[src/rtl/alut_apb_master_defines6.v]
// State encodings shared by the ALUT APB initiator.
`ifndef ALUT_APB_MASTER_DEFINES6_V
`define ALUT_APB_MASTER_DEFINES6_V
`define ALUT_ST_IDLE   3'd0
`define ALUT_ST_SETUP  3'd1
`define ALUT_ST_ACCESS 3'd2
`define ALUT_ST_WAIT   3'd3
`define ALUT_ST_RESP   3'd4
`endif

[src/rtl/alut_apb_master6_pkg.sv]
// Types and helpers shared by the ALUT APB initiator and its poll counter.
`include "alut_apb_master_defines6.v"

package alut_apb_master6_pkg;

  typedef enum logic [2:0] {
    ST_IDLE   = `ALUT_ST_IDLE,
    ST_SETUP  = `ALUT_ST_SETUP,
    ST_ACCESS = `ALUT_ST_ACCESS,
    ST_WAIT   = `ALUT_ST_WAIT,
    ST_RESP   = `ALUT_ST_RESP
  } state_t;

  // The APB bus is owned only during SETUP and ACCESS.
  function automatic logic is_apb_state(input state_t st);
    return (st == ST_SETUP) || (st == ST_ACCESS);
  endfunction

endpackage

[src/rtl/alut_poll_ctr6.sv]
// Poll read counter (saturating) and inter-read gap timer for alut_apb_master6.
module alut_poll_ctr6 #(
  parameter int POLL_MAX = 16,
  parameter int POLL_GAP = 2
) (
  input  logic pclk6,
  input  logic p_reset6,
  input  logic load,
  input  logic tick,
  input  logic gap_load,
  input  logic gap_tick,
  output logic gap_done,
  output logic exhausted
);

  localparam int CNT_W = $clog2(POLL_MAX + 1);
  localparam int GAP_W = (POLL_GAP > 1) ? $clog2(POLL_GAP) : 1;
  localparam logic [GAP_W-1:0] GAP_INIT = (POLL_GAP > 0) ? GAP_W'(POLL_GAP - 1) : '0;

  logic [CNT_W-1:0] cnt_r;
  logic [GAP_W-1:0] gap_r;

  // Read counter and gap down-counter.
  always_ff @(posedge pclk6) begin
    if (p_reset6) begin
      cnt_r <= '0;
      gap_r <= '0;
    end else begin
      if (load) begin
        cnt_r <= '0;
      end else if (tick && (cnt_r != CNT_W'(POLL_MAX))) begin
        cnt_r <= cnt_r + 1'b1;
      end else begin
        cnt_r <= cnt_r;
      end
      if (gap_load) begin
        gap_r <= GAP_INIT;
      end else if (gap_tick && (gap_r != '0)) begin
        gap_r <= gap_r - 1'b1;
      end else begin
        gap_r <= gap_r;
      end
    end
  end

  // The read in progress is number cnt_r+1.
  assign exhausted = (cnt_r >= CNT_W'(POLL_MAX - 1));
  assign gap_done  = (gap_r == '0);

endmodule

[src/rtl/alut_apb_master6.sv]
// APB2 initiator for the ALUT register bank with valid/ready request and response ports.
// Status polling is built only when ALUT_APB_POLL_EN is defined.
module alut_apb_master6
  import alut_apb_master6_pkg::*;
#(
  parameter int ADDR_W   = 7,
  parameter int DATA_W   = 32,
  parameter int POLL_MAX = 16,
  parameter int POLL_GAP = 2
) (
  input  logic              pclk6,
  input  logic              p_reset6,
  input  logic              req_valid6,
  output logic              req_ready6,
  input  logic              req_write6,
  input  logic              req_poll6,
  input  logic [ADDR_W-1:0] req_addr6,
  input  logic [DATA_W-1:0] req_wdata6,
  input  logic [DATA_W-1:0] req_mask6,
  output logic              rsp_valid6,
  input  logic              rsp_ready6,
  output logic [DATA_W-1:0] rsp_rdata6,
  output logic              rsp_timeout6,
  output logic              psel6,
  output logic              penable6,
  output logic              pwrite6,
  output logic [ADDR_W-1:0] paddr6,
  output logic [DATA_W-1:0] pwdata6,
  input  logic [DATA_W-1:0] prdata6
);

  state_t            state_r, state_s;
  logic [ADDR_W-1:0] addr_r, addr_s;
  logic              write_r, write_s;
  logic [DATA_W-1:0] wdata_r, wdata_s;
  logic              timeout_s;
  logic              accept_s;
  logic              apb_s;

  assign accept_s = req_valid6 & req_ready6;
  assign apb_s    = is_apb_state(state_s);

`ifdef ALUT_APB_POLL_EN
  logic [DATA_W-1:0] mask_r, mask_s;
  logic              poll_r, poll_s;
  logic              again_s, cnt_load_s, rd_tick_s, gap_load_s, gap_tick_s;
  logic              gap_done_s, exhausted_s;

  alut_poll_ctr6 #(.POLL_MAX(POLL_MAX), .POLL_GAP(POLL_GAP)) u_poll_ctr6 (
    .pclk6     (pclk6),
    .p_reset6  (p_reset6),
    .load      (cnt_load_s),
    .tick      (rd_tick_s),
    .gap_load  (gap_load_s),
    .gap_tick  (gap_tick_s),
    .gap_done  (gap_done_s),
    .exhausted (exhausted_s)
  );
`else
  logic unused_poll_s;
  assign unused_poll_s = ^{req_poll6, req_mask6};
`endif

  // Next-state and request capture.
  always_comb begin
    state_s   = state_r;
    addr_s    = addr_r;
    write_s   = write_r;
    wdata_s   = wdata_r;
    timeout_s = 1'b0;
`ifdef ALUT_APB_POLL_EN
    mask_s     = mask_r;
    poll_s     = poll_r;
    again_s    = 1'b0;
    cnt_load_s = 1'b0;
    rd_tick_s  = 1'b0;
    gap_load_s = 1'b0;
    gap_tick_s = 1'b0;
`endif
    case (state_r)
      ST_IDLE: begin
        if (accept_s) begin
          state_s = ST_SETUP;
          addr_s  = req_addr6;
          write_s = req_write6;
          wdata_s = req_write6 ? req_wdata6 : '0;
`ifdef ALUT_APB_POLL_EN
          mask_s     = req_mask6;
          poll_s     = req_poll6 & ~req_write6;
          cnt_load_s = 1'b1;
`endif
        end else begin
          state_s = ST_IDLE;
        end
      end
      ST_SETUP: state_s = ST_ACCESS;
      ST_ACCESS: begin
`ifdef ALUT_APB_POLL_EN
        rd_tick_s = 1'b1;
        again_s   = poll_r && ((prdata6 & mask_r) != '0);
        if (again_s && !exhausted_s) begin
          if (POLL_GAP > 0) begin
            state_s    = ST_WAIT;
            gap_load_s = 1'b1;
          end else begin
            state_s = ST_SETUP;
          end
        end else begin
          state_s   = ST_RESP;
          timeout_s = again_s;
        end
`else
        state_s = ST_RESP;
`endif
      end
      ST_WAIT: begin
`ifdef ALUT_APB_POLL_EN
        if (gap_done_s) begin
          state_s = ST_SETUP;
        end else begin
          gap_tick_s = 1'b1;
        end
`else
        state_s = ST_SETUP;
`endif
      end
      ST_RESP: begin
        if (rsp_ready6) begin
          state_s = ST_IDLE;
        end else begin
          state_s = ST_RESP;
        end
      end
      default: state_s = ST_IDLE;
    endcase
  end

  // State, captured request and registered bus/response outputs.
  always_ff @(posedge pclk6) begin
    if (p_reset6) begin
      state_r      <= ST_IDLE;
      addr_r       <= '0;
      write_r      <= 1'b0;
      wdata_r      <= '0;
      req_ready6   <= 1'b0;
      psel6        <= 1'b0;
      penable6     <= 1'b0;
      pwrite6      <= 1'b0;
      paddr6       <= '0;
      pwdata6      <= '0;
      rsp_valid6   <= 1'b0;
      rsp_rdata6   <= '0;
      rsp_timeout6 <= 1'b0;
    end else begin
      state_r    <= state_s;
      addr_r     <= addr_s;
      write_r    <= write_s;
      wdata_r    <= wdata_s;
      req_ready6 <= (state_s == ST_IDLE);
      psel6      <= apb_s;
      penable6   <= (state_s == ST_ACCESS);
      pwrite6    <= apb_s ? write_s : 1'b0;
      paddr6     <= apb_s ? addr_s : '0;
      pwdata6    <= apb_s ? wdata_s : '0;
      if ((state_r == ST_ACCESS) && (state_s == ST_RESP)) begin
        rsp_valid6   <= 1'b1;
        rsp_rdata6   <= write_r ? '0 : prdata6;
        rsp_timeout6 <= timeout_s;
      end else if (state_s != ST_RESP) begin
        rsp_valid6   <= 1'b0;
        rsp_rdata6   <= '0;
        rsp_timeout6 <= 1'b0;
      end else begin
        rsp_valid6   <= rsp_valid6;
        rsp_rdata6   <= rsp_rdata6;
        rsp_timeout6 <= rsp_timeout6;
      end
    end
  end

`ifdef ALUT_APB_POLL_EN
  always_ff @(posedge pclk6) begin
    if (p_reset6) begin
      mask_r <= '0;
      poll_r <= 1'b0;
    end else begin
      mask_r <= mask_s;
      poll_r <= poll_s;
    end
  end
`endif

endmodule

[config.mk]
export PLATFORM = sky130hd
export DESIGN_NAME = alut_apb_master6
export DESIGN_NICKNAME = d
export VERILOG_FILES = /design/src/rtl/alut_apb_master6_pkg.sv /design/src/rtl/alut_poll_ctr6.sv /design/src/rtl/alut_apb_master6.sv
export VERILOG_INCLUDE_DIRS = /design/src /design/src/rtl
export SDC_FILE = /design/constraint.sdc
export NUM_CORES = 1
export LEC_CHECK = 0
export ABC_CLOCK_PERIOD_IN_PS = 1200
export BUFFER_PORTS_ARGS = -buffer_cell sky130_fd_sc_hd__buf_2
export CAP_MARGIN = 20
export CORE_MARGIN = 4
export CORE_UTILIZATION = 42
export CTS_CLUSTER_SIZE = 14
export DETAILED_ROUTE_END_ITERATION = 16
export MAX_ROUTING_LAYER = met4
export PLACE_DENSITY = 0.76
export SYNTH_ARGS = -nofsm -noshare
export SYNTH_HDL_FRONTEND = slang
export SYNTH_HIERARCHICAL = 1
export SYNTH_SLANG_ARGS = --single-unit
[constraint.sdc]
create_clock -name pclk6 -period 1.2 [get_ports pclk6]
set_input_delay 0 -clock pclk6 [delete_from_list [all_inputs] [get_ports pclk6]]
set_output_delay 0 -clock pclk6 [all_outputs]
set_load 0.1 [all_outputs]
# After elaboration in Yosys (flattened, before gate mapping)
# Cells that the tools add are included.
dict set report op_classes {
  n_eq_ne 8
  muxes 15
  n_bitwise 2
  reduce_logical 6
}
# operator n
set op_table {}
lappend op_table {{32-bit 2-to-1 mux} 6}
lappend op_table {{3-bit case mux with 5 select lines} 1}
lappend op_table {{7-bit 2-to-1 mux} 2}
lappend op_table {{3-bit by 2-bit == test with 1-bit output, second input constant} 3}
lappend op_table {{3-bit by 1-bit == test with 1-bit output, second input constant} 2}
lappend op_table {{3-bit == test, second input constant} 2}
lappend op_table {{3-bit zero test} 2}
lappend op_table {{1-bit 2-to-1 mux} 5}
lappend op_table {{3-bit 2-to-1 mux} 1}
lappend op_table {{3-bit != test, second input constant} 1}
lappend op_table {{2-bit nonzero test} 1}
lappend op_table {{2-bit OR reduction} 1}
lappend op_table {{1-bit AND} 1}
lappend op_table {{1-bit logical AND} 1}
lappend op_table {{1-bit logical OR} 1}
lappend op_table {{1-bit inverter} 1}
dict set report word_totals {
  reg_bits 119
  elab_cells 43
}

# Logic depth before layout (Yosys ltp)
# Gate-level depths: netlist of run 1.
dict set report depth {
  ltp_word 7
  ltp_mapped 5
}

# Worst setup path before layout of run 1
# Ideal clock, no wire load.
dict set report synth_path {
  path_type {reg-to-reg}
  startpoint {register req_ready6}
  endpoint {register wdata_r[30]}
  t_arrival_ns 1.887
  required_ns 1.130
  path_slack_ns -0.758
  path_stages_with_launch 6
  synth_period_minus_slack_ns 1.958
  path_cell_list {dfxtp_1 -> and4bb_2 -> buf_2 -> buf_4 -> nand4_1 -> a21oi_1}
}
dict set report synth_via {
  elab_chain_len 3
}
# element line
set synth_rtl {}
lappend synth_rtl {{start: declaration} alut_apb_master6.sv:14} ;# output logic req_ready6,
lappend synth_rtl {{start signal: assignment} alut_apb_master6.sv:159} ;# req_ready6 <= (state_s == ST_IDLE);
lappend synth_rtl {{1-bit AND} alut_apb_master6.sv:40} ;# assign accept_s = req_valid6 & req_ready6;
lappend synth_rtl {{32-bit 2-to-1 mux} alut_apb_master6.sv:82} ;# if (accept_s) begin
lappend synth_rtl {{32-bit 2-to-1 mux} alut_apb_master6.sv:80} ;# case (state_r)
lappend synth_rtl {{end signal: assignment} alut_apb_master6.sv:158} ;# wdata_r <= wdata_s;
lappend synth_rtl {{end: declaration} alut_apb_master6.sv:35} ;# logic [DATA_W-1:0] wdata_r, wdata_s;
# No other way between the ends.
# A chain may end at the register's enable or synchronous reset.

# Final worst setup path of run 1
dict set report layout_path {
  startpoint {register state_r[0]}
  endpoint {register pwdata6[9]}
}
dict set report layout_via {
  elab_chain_len 6
  elab_cells_between_ends 12
  classes_between {eq/ne: 6; mux: 2; bitwise: 1; reduce/logical: 3}
}
# element line
set layout_rtl {}
lappend layout_rtl {{start: declaration} alut_apb_master6.sv:32} ;# state_t state_r, state_s;
lappend layout_rtl {{start signal: assignment} alut_apb_master6.sv:155} ;# state_r <= state_s;
lappend layout_rtl {{3-bit == test, or another cell as far along} alut_apb_master6.sv:80}
lappend layout_rtl {{3-bit case mux with 5 select lines} alut_apb_master6.sv:80}
lappend layout_rtl {{3-bit by 1-bit == test with 1-bit output / 3-bit by 2-bit == test with 1-bit output (equally long branches)} alut_apb_master6_pkg.sv:16} ;# return (st == ST_SETUP) || (st == ST_ACCESS);
lappend layout_rtl {{1-bit logical OR} alut_apb_master6_pkg.sv:16}
lappend layout_rtl {{1-bit inverter (no source line)} --}
lappend layout_rtl {{2-bit OR reduction (no source line)} --}
lappend layout_rtl {{end signal: assignment} alut_apb_master6.sv:164} ;# pwdata6 <= apb_s ? wdata_s : '0;
lappend layout_rtl {{end: declaration} alut_apb_master6.sv:28} ;# output logic [DATA_W-1:0] pwdata6,
# Parallel ways exist; a longest one is shown, timed or not.

==> results.py, run 1 <==
metrics = {
    "outcome": {
        "outcome": "finished with violations",
        "violations": "setup timing",
    },
    "route": {
        "drt_drc_violations_left": 0,
        "postRouteWirelength_mm": 14.5,
        "drt-initial-drc-count": 253,
        "ant_nets": 0,
        "viasPerCell": 5.39,
        "first_pass_iters": 5,
        "dr_total_vias": 4255,
        "route.detailed.wl_per_inst_um": 18.3,
    },
    "clock_network": {
        "cts_tree": "done",
        "htreeDepth": 4,
        "cts-buffers-inserted": 17,
        "clk_pin_slew_ps": 60,
        "cts.sinks": 119,
        "clockBufferDepth": 2,
        "cts_root_buf": "clkbuf_8",
        "worst_skew_pair.late_latency_ps": 500,
    },
    "floorplan": {
        "die_area_um2": 11200,
        "die_height_um": 106,
        "initial_core_util": 0.433,
        "coreArea_um2": 9280,
        "die_width_um": 106,
        "io_pins": 186,
        "num_rows": 35,
    },
    "logic_synthesis": {
        "syn_inst": 410,
        "syn_nets": 519,
        "yosysMostFrequentCell": "dfxtp_1",
        "synth_edf_count": 0,
        "yosys_most_used_dff": "dfxtp_1",
        "synth_area_um2": 4020,
        "synthTopCellsByCount": "119 x dfxtp_1, 82 x a21oi_1, 35 x nor2_1, 32 x a22oi_1, 32 x nand4_1",
        "yosysWarningCount": 6,
        "synth_area_leaders": "dfxtp_1 59%, a21oi_1 10%, a22oi_1 6.0%, nand4_1 5.0%, o21ai_0 3.6%",
        "ys_types": 26,
        "async_flop_share": 0,
        "yosys.area.top_type": "dfxtp_1",
        "ys_ff_latch": 119,
        "avgSynthCellArea_um2": 9.80,
        "yosysSeqAreaShare": 0.593,
        "synth_top_area_frac": 0.593,
    },
    "place": {
        "post_dp_cell_area_um2": 5170,
        "gp_congestion": 0.771,
        "dpl.hpwl_mm": 7.06,
        "dp_slack_ps": -202,
        "dp.cells": 671,
        "port_buffers": 151,
    },
    "timing": {
        "drv_slew": 0,
        "setup_viol": 114,
        "fin_skew_ps": 7.57,
        "hold_ws_ps": 306,
        "tns_ps": -12910,
        "period_minus_slack_ps": 1430,
        "hold_viol_final": 0,
        "setup_slack_ps": -231,
        "fmax_mhz": 699,
        "rsz0062_at_grt": "true",
        "finalCritPeriodShare": 1.19,
    },
    "pwr": {
        "p_int_mw": 7.68,
        "p_leak_nw": 2.83,
        "seqPwrFrac": 0.399,
        "p_switching_mw": 2.56,
        "power_density_nw_per_um2": 1420,
        "p_sw_frac": 0.250,
        "vdd_drop_max_mv": 1.00,
        "p_total_mw": 10.2,
        "power_frac_comb": 0.121,
        "clkPwrFrac": 0.480,
    },
    "worst_setup_path": {
        "path_cells": "buf_6 -> and4bb_4 -> buf_12 -> nand4_1 -> a21oi_1",
        "cp_top_family": "simple AND/OR/NAND/NOR gates",
        "max_stage_delay_ps": 340,
        "crit_start": "state_r[0]$_SDFF_PP0_",
        "crit_path_max_fanout": 23,
        "worstSetupPathDepth": 5,
        "crit_path_top_delay_cell": "and4bb_4",
        "cp-start-kind": "flip-flop",
        "cp.required_ps": 1610,
        "cp.arrival_ps": 1840,
        "crit_type": "flip-flop to flip-flop",
        "path_buf_inv": 2,
        "cp-end-kind": "flip-flop",
        "regToRegEndpoint": "pwdata6[9]$_SDFF_PP0_",
        "regToRegSetupSlack_ps": -230,
        "rr_startpoint": "state_r[0]$_SDFF_PP0_",
        "r2r_cells": 5,
        "critPathCapture": "pwdata6[9]$_SDFF_PP0_",
    },
    "layout": {
        "fin_area_um2": 7210,
        "nets": 757,
        "drive_gt1_frac": 0.480,
        "final_util": 0.777,
        "syn2layout_area_growth_pct": 79.4,
        "stdcell_count": 790,
        "diodes": 0,
    },
    "global_routing": {
        "grt_util_all_layers": 0.251,
        "overflow": 0,
        "antenna_found_initial": 0,
        "grt_pass1_vias": 4380,
        "grt_max_degree": 41,
        "grt_first_pass_wirelength_mm": 21.8,
    },
    "min_path": {
        "whs_path_depth": 4,
        "hold_path.class": "input port to flip-flop",
    },
    "flow_run": {
        "drv_cap": 0,
    },
}
==> cell families after synthesis <==
kind of cell           synth area share
other                          0.000933
and+or+nand+nor                   0.127
DFF                               0.593
AOI/OAI and AO/OA                 0.216
buffers and inverters            0.0626
==> worst min-delay path: stages <==
cell and delay [ps]:
dlygate4sd3_1 510, buf_2 110, a22oi_2 70, nor2_1 80
==> cell type report <==
cell class	count	area, µm²
inverter	2	7.51
fill	555	2070
timing repair buffer	263	2310
clock inverter	11	124
tap	129	161
sequential	119	2400
multi-input combinational	245	1750
clock buffer	21	459
==> metal layers <==
metal / global-route usage / vias up / wire length, µm
li1: - / 1975 / -
met1: 0.272 / 2027 / 5620
met2: 0.438 / 224 / 7640
met3: 0.0716 / 29 / 920
met4: 0.0897 / 0 / 291
met5: - / - / 0
==> what timing repair did <==
item / CTS / global route
pin swaps: 60 / 11
gates cloned: 3 / 1
endpoints found under the hold margin: 116 / 0
buffers inserted: 8 / 2
resized for setup: 130 / 67
hold buffers: 75 / 0
endpoints found under the setup margin: 190 / 134
==> how the worst min path moves through the flow <==
stage,endpoint,slack [ps],from
global route,rsp_rdata6[29]$_SDFFE_PP0P_,300,prdata6[29]
detailed placement,rsp_rdata6[5]$_SDFFE_PP0P_,270,prdata6[5]
floorplan,rsp_rdata6[4]$_SDFFE_PP0P_,160,prdata6[4]
global placement,rsp_rdata6[5]$_SDFFE_PP0P_,250,prdata6[5]
CTS,rsp_rdata6[16]$_SDFFE_PP0P_,270,prdata6[16]
finish,rsp_rdata6[23]$_SDFFE_PP0P_,310,prdata6[23]
==> sequential cells by signal (all words and copies together) (netlist names) <==
signal      cells
pwdata6        32
rsp_rdata6     32
wdata_r        32
addr_r          7
paddr6          7
state_r         3
penable6        1
psel6           1
pwrite6         1
req_ready6      1
rsp_valid6      1
write_r         1
==> power by group through the flow <==
stage / sequential, mW / combinational, mW / clock (mW)
after floorplan: 4.39 / 0.350 / 0
after CTS: 4.07 / 1.15 / 4.97
final: 4.08 / 1.24 / 4.91
after detailed placement: 4.15 / 0.887 / 0
after global placement: 4.15 / 0.875 / 0
after global routing: 4.09 / 1.31 / 5.16
==> placed cells by master, fill, tap and decap left out, types with 6 or more instances in the layout <==
master | synthesis | routed
a22oi_2 | 0 | 32
dlygate4sd3_1 | 0 | 75
buf_12 | 0 | 11
buf_2 | 14 | 75
buf_4 | 6 | 68
o21ai_1 | 12 | 15
clkbuf_16 | 0 | 17
nand3_1 | 8 | 8
a21oi_2 | 0 | 24
nand4_1 | 32 | 32
o21ai_2 | 0 | 25
nor2_1 | 35 | 33
dfxtp_1 | 119 | 111
dfxtp_2 | 0 | 6
buf_6 | 5 | 29
a21oi_1 | 82 | 58
No activity file was read; power rests on OpenSTA's default activity.
==> run 2: changes to the inputs <==
--- a/config.mk
+++ b/config.mk
@@ -6,11 +6,12 @@
 export SDC_FILE = /design/constraint.sdc
 export NUM_CORES = 1
 export LEC_CHECK = 0
+export ABC_AREA = 1
 export ABC_CLOCK_PERIOD_IN_PS = 1200
 export BUFFER_PORTS_ARGS = -buffer_cell sky130_fd_sc_hd__buf_2
 export CAP_MARGIN = 20
 export CORE_MARGIN = 4
-export CORE_UTILIZATION = 42
+export CORE_UTILIZATION = 43
 export CTS_CLUSTER_SIZE = 14
 export DETAILED_ROUTE_END_ITERATION = 16
 export MAX_ROUTING_LAYER = met4
==> run 2 against run 1 <==
Compared with the run above:
- the run still ends with setup timing left
- global-route usage fell by 0.50 points
- via count up 18%
- clock-buffer cell count grew 3
- combinational power increased by 41%
- largest cell class unchanged
- area after synthesis rose by 12%
- flip-flop and latch count unchanged
==> results.py, run 2 <==
metrics = {
    "place": {
        "dp_slack_ps": -68.2,
        "dpl.hpwl_mm": 8.20,
        "port_buffers": 151,
        "gp_congestion": 0.894,
    },
    "floorplan": {
        "io_pins": 186,
        "num_rows": 37,
        "initial_core_util": 0.439,
        "die_height_um": 110,
        "die_area_um2": 12200,
        "die_width_um": 110,
        "coreArea_um2": 10300,
    },
    "timing": {
        "period_minus_slack_ps": 1330,
        "rsz0062_at_grt": "true",
        "drv_slew": 0,
        "hold_viol_final": 0,
        "setup_viol": 112,
        "setup_slack_ps": -134,
        "finalCritPeriodShare": 1.11,
        "fmax_mhz": 749,
        "tns_ps": -5160,
        "fin_skew_ps": 10.1,
    },
    "global_routing": {
        "grt_first_pass_wirelength_mm": 24.0,
        "overflow": 0,
        "grt_pass1_vias": 4826,
        "grt_max_degree": 40,
        "antenna_found_initial": 0,
        "grt_util_all_layers": 0.246,
    },
    "pwr": {
        "p_leak_nw": 3.23,
        "p_total_mw": 10.8,
        "power_density_nw_per_um2": 1380,
        "vdd_drop_max_mv": 0.847,
    },
    "route": {
        "drt_drc_violations_left": 0,
        "postRouteWirelength_mm": 16.4,
        "viasPerCell": 5.32,
        "dr_total_vias": 5016,
        "route.detailed.wl_per_inst_um": 17.4,
        "ant_nets": 0,
        "first_pass_iters": 5,
        "drt-initial-drc-count": 461,
    },
    "layout": {
        "final_cell_mix": "86 x buf_4, 83 x dfxtp_1, 75 x nor2_1, 75 x buf_2, 73 x dlygate4sd3_1",
        "drive_gt1_frac": 0.432,
        "reg_top3": "pwdata6 x32, rsp_rdata6 x32, wdata_r x32",
        "layout_commonest_cell": "buf_4",
        "nets": 904,
        "diodes": 0,
        "fillers": 633,
        "syn2layout_area_growth_pct": 73.8,
    },
    "logic_synthesis": {
        "yosys.area.top_type": "dfxtp_1",
        "synth_area_um2": 4510,
        "syn_inst": 557,
        "yosysSeqAreaShare": 0.528,
        "async_flop_share": 0,
        "synth_top_area_frac": 0.528,
        "ys_types": 22,
        "yosysWarningCount": 6,
        "ys_ff_latch": 119,
        "syn_nets": 666,
        "yosysMostFrequentCell": "dfxtp_1",
        "avgSynthCellArea_um2": 8.10,
        "synth_edf_count": 0,
        "synth_area_leaders": "dfxtp_1 53%, a21oi_1 7.4%, nand3_1 7.4%, nor2_1 7.1%, nand2_1 6.3%",
        "synthTopCellsByCount": "119 x dfxtp_1, 85 x nor2_1, 76 x nand2_1, 67 x a21oi_1, 67 x nand3_1",
        "yosys_most_used_dff": "dfxtp_1",
    },
    "worst_setup_path": {
        "crit_type": "flip-flop to flip-flop",
        "cp.arrival_ps": 1770,
        "cp-start-kind": "flip-flop",
        "crit_path_max_fanout": 6,
        "cp.required_ps": 1630,
        "cp-end-kind": "flip-flop",
        "path_cells": "buf_6 -> nor3_4 -> buf_12 -> clkbuf_16 -> nand3_2 -> a21oi_2",
        "cp_top_family": "buffers and inverters",
        "path_buf_inv": 3,
        "max_stage_delay_ps": 360,
        "crit_path_top_delay_cell": "dfxtp_4",
    },
    "clock_network": {
        "cts-buffers-inserted": 17,
        "clockBufferDepth": 2,
        "clk_pin_slew_ps": 60,
        "cts_tree": "done",
        "cts.sinks": 119,
        "htreeDepth": 4,
        "worst_skew_pair.late_latency_ps": 520,
        "cts_root_buf": "clkbuf_8",
    },
    "outcome": {
        "outcome": "finished with violations",
        "violations": "setup timing",
    },
    "min_path": {
        "hold_path.class": "input port to flip-flop",
    },
    "flow_run": {
        "drv_cap": 0,
    },
}
run 2: cell types whose count changed after synthesis, moves of 24 or more:
cell,change
nand2_1,+76
nand3_1,+59
nor2_1,+50
a22oi_1,-32
nand4_1,-32
a21boi_0,+24
run 2: final timing paths:
| path | start | to | slack (ps) | depth (start not counted) |
|---|---|---|---|---|
| setup reg to reg | state_r[0]$_SDFF_PP0_ | rsp_rdata6[25]$_SDFFE_PP0P_ | -130 | 6 |
| hold reg to reg | rsp_valid6$_SDFFE_PP0P_ | rsp_valid6$_SDFFE_PP0P_ | 480 | 2 |
| hold / removal | req_valid6 | req_ready6$_SDFF_PP0_ | 60 | 6 |
| setup / recovery | state_r[0]$_SDFF_PP0_ | rsp_rdata6[25]$_SDFFE_PP0P_ | -130 | 6 |
run 2: power breakdown:
| part | switching (mW) | internal, mW | total [mW] |
|---|---|---|---|
| sequential | 0.0511 | 4.06 | 4.11 |
| combinational | 1.03 | 0.725 | 1.75 |
| clock | 1.69 | 3.27 | 4.97 |
| total | 2.77 | 8.06 | 10.8 |
run 2: worst min-delay path, cell delays in order:
cell and delay, ps:
buf_2 120, nand2_4 110, inv_4 80, nand3_4 80, nand3_4 80, nor2_1 50
run 2: cell families after synthesis:
family          after synthesis  synth area share
simple gates                235             0.227
compound gates              138             0.171
flops                       119             0.528
buf+inv                      64            0.0738
other cells                   1          0.000831
run 2: layout make-up:
class	count	area, µm²	area share
Clock inverter	7	90.1	0.0115
Timing Repair Buffer	267	2370	0.302
Inverter	16	62.6	0.00798
Multi-Input combinational cell	374	2210	0.282
Sequential cell	119	2430	0.310
Tap cell	136	170	0.0217
Clock buffer	24	502	0.0640
run 2: timing repair:
action | CTS | global route
gates resized for setup | 92 | 113
pin swaps | 1 | 23
hold buffers | 73 | 0
setup endpoints to repair | 184 | 117
buffers inserted | 2 | 6
endpoints found under the hold margin | 117 | 0
cloned | 1 | 7
run 2: per-stage QoR:
step           hold slack, ps  area (µm²)  std cells   util
2_1_floorplan             144        4610        557      -
3_3_place_gp              252        5630        823  0.548
3_5_place_dp              257        5630        823  0.548
4_1_cts                  15.8        7250        930  0.705
5_1_grt                  58.8        7840        943  0.763
6_report                 60.9        7840        943  0.763
run 2: layer usage:
layer  vias to the layer above  GRT usage  wire length (µm)  part of all wire
met5                         -          -                 0                 0
met2                       278      0.407              8220              0.50
met4                         0     0.0961               589             0.036
met1                      2357      0.280              6390              0.39
li1                       2321          -                 -                 -
met3                        60     0.0712              1180             0.072
==> run 3: changes to the inputs <==
--- a/config.mk
+++ b/config.mk
@@ -14,6 +14,7 @@
 export CORE_UTILIZATION = 43
 export CTS_CLUSTER_SIZE = 14
 export DETAILED_ROUTE_END_ITERATION = 16
+export HOLD_SLACK_MARGIN = 0.08
 export MAX_ROUTING_LAYER = met4
 export PLACE_DENSITY = 0.76
 export SYNTH_ARGS = -nofsm -noshare
==> run 3 against run 2 <==
Compared with the run above:
- the run still ends with setup timing left
- register-to-register slack about the same
- critical path depth unchanged
- flip-flop and latch count unchanged
==> results.py, run 3 (same netlist as run 2, synthesis figures left out) <==
metrics = {
    "layout": {
        "reg_top3": "pwdata6 x32, rsp_rdata6 x32, wdata_r x32",
        "nets": 909,
        "layout_commonest_cell": "buf_4",
        "syn2layout_area_growth_pct": 73.3,
        "drive_gt1_frac": 0.415,
        "multiInputGateArea_um2": 2110,
        "final_util": 0.761,
        "fillers": 658,
        "final_cell_mix": "85 x buf_4, 83 x dfxtp_1, 78 x nor2_1, 75 x dlygate4sd3_1, 75 x buf_2",
        "fin_area_um2": 7820,
        "seq_area_um2": 2430,
    },
    "place": {
        "gp_congestion": 0.894,
        "port_buffers": 151,
        "post_dp_cell_area_um2": 5630,
        "dpl.hpwl_mm": 8.20,
        "dp_slack_ps": -68.2,
    },
    "floorplan": {
        "die_area_um2": 12200,
        "die_width_um": 110,
        "num_rows": 37,
        "die_height_um": 110,
        "initial_core_util": 0.439,
        "coreArea_um2": 10300,
        "io_pins": 186,
    },
    "global_routing": {
        "grt_max_degree": 40,
        "grt-busiest-layer": "met2",
        "antenna_found_initial": 0,
        "met1_usage": 0.283,
        "grt_util_all_layers": 0.248,
        "grtUsageMet2": 0.414,
        "grt_pass1_vias": 4837,
        "grt_first_pass_wirelength_mm": 24.2,
        "grt_use_met3": 0.0701,
        "overflow": 0,
    },
    "clock_network": {
        "clockBufferDepth": 2,
        "worst_skew_pair.late_latency_ps": 530,
        "clk_pin_slew_ps": 60,
        "cts.sinks": 119,
        "cts_tree": "done",
        "cts-buffers-inserted": 17,
        "cts_root_buf": "clkbuf_8",
        "htreeDepth": 4,
    },
    "worst_setup_path": {
        "regToRegEndpoint": "rsp_rdata6[8]$_SDFFE_PP0P_",
        "crit_start": "state_r[0]$_SDFF_PP0_",
        "cp_top_family": "buffers and inverters",
        "regToRegSetupSlack_ps": -140,
        "crit_path_max_fanout": 6,
        "cp_common_cell": "buf_6",
        "crit_path_top_delay_cell": "dfxtp_4",
        "r2r_cells": 6,
        "crit_type": "flip-flop to flip-flop",
        "cp-start-kind": "flip-flop",
        "path_buf_inv": 3,
        "max_stage_delay_ps": 360,
        "cp-end-kind": "flip-flop",
        "path_cells": "buf_6 -> nor3_4 -> buf_6 -> clkbuf_16 -> nand3_1 -> a21oi_1",
        "cp.arrival_ps": 1780,
        "rr_startpoint": "state_r[0]$_SDFF_PP0_",
        "cp.required_ps": 1640,
    },
    "pwr": {
        "p_leak_nw": 3.26,
        "power_density_nw_per_um2": 1390,
        "p_total_mw": 10.9,
        "vdd_drop_max_mv": 0.851,
    },
    "route": {
        "postRouteWirelength_mm": 16.7,
        "first_pass_iters": 5,
        "viasPerCell": 5.34,
        "drt-initial-drc-count": 411,
        "route.detailed.wl_per_inst_um": 17.6,
        "dr_total_vias": 5071,
        "drt_drc_violations_left": 0,
        "ant_nets": 0,
    },
    "min_path": {
        "whs_path_depth": 4,
        "hp-start": "req_addr6[6]",
        "min_to": "paddr6[6]$_SDFF_PP0_",
        "hold_path.class": "input port to flip-flop",
    },
    "timing": {
        "rsz0062_at_grt": "true",
        "setup_viol": 112,
        "fmax_mhz": 747,
        "drv_slew": 0,
        "fin_skew_ps": 8.33,
        "hold_viol_final": 0,
        "period_minus_slack_ps": 1340,
        "setup_slack_ps": -138,
        "hold_ws_ps": 278,
        "finalCritPeriodShare": 1.12,
    },
    "outcome": {
        "outcome": "finished with violations",
        "violations": "setup timing",
    },
    "flow_run": {
        "drv_cap": 0,
    },
}
-- run 3: cell types whose count changed in the layout (fill, tap and decap cells not counted), sizes merged --
cell | previous run | this run
clkbuf | 29 | 32
dlygate4sd3 | 73 | 75
diode | 0 | 1
-- run 3: how the worst max path moves through the flow --
stage                                      end  slack (ps)  cells past startpoint
CTS                 rsp_rdata6[5]$_SDFFE_PP0P_         -70                      5
finish              rsp_rdata6[8]$_SDFFE_PP0P_        -140                      6
global placement        pwdata6[15]$_SDFF_PP0_         -30                      6
global route        rsp_rdata6[8]$_SDFFE_PP0P_        -220                      6
detailed placement  rsp_rdata6[3]$_SDFFE_PP0P_         -70                      5
floorplan                wdata_r[3]$_SDFF_PP0_        -170                      7
-- run 3: routing by layer --
metal,wire (µm),part of all wire
met3,1110,0.066
met4,673,0.040
met2,8270,0.50
met1,6640,0.40
met5,0,0
-- run 3: where the power goes --
| part | total, mW | internal (mW) | switching, mW |
|---|---|---|---|
| combinational | 1.77 | 0.752 | 1.02 |
| sequential | 4.11 | 4.06 | 0.0527 |
| clock | 5.01 | 3.28 | 1.74 |
-- run 3: layout make-up --
type / count / area share
repair buffers: 272 / 0.313
flip-flops and latches: 119 / 0.311
multi-input cells: 374 / 0.270
clock buffers: 24 / 0.0641
well taps: 136 / 0.0218
clock inverters: 7 / 0.0115
inverters: 16 / 0.00800
diodes: 1 / 0.000320
-- run 3: repair_timing --
item,4_1_cts,5_1_grt
gates cloned,1,10
hold buffers,75,0
endpoints found under the hold margin,119,0
pin swaps,1,24
buffers inserted,2,6
endpoints found under the setup margin,184,117
resized for setup,92,88
-- run 3: through the flow --
step | cells | TNS (ps)
2_1_floorplan | 557 | -12640
3_3_place_gp | 823 | -132
3_5_place_dp | 823 | -2160
4_1_cts | 932 | -1490
5_1_grt | 948 | -13850
6_report | 949 | -5340
-- run 3: tightest hold or removal path, delay by kind of cell --
family          cells  cell delay [ps]
compound gates      1               60
buf+inv             2              630
simple gates        1               70
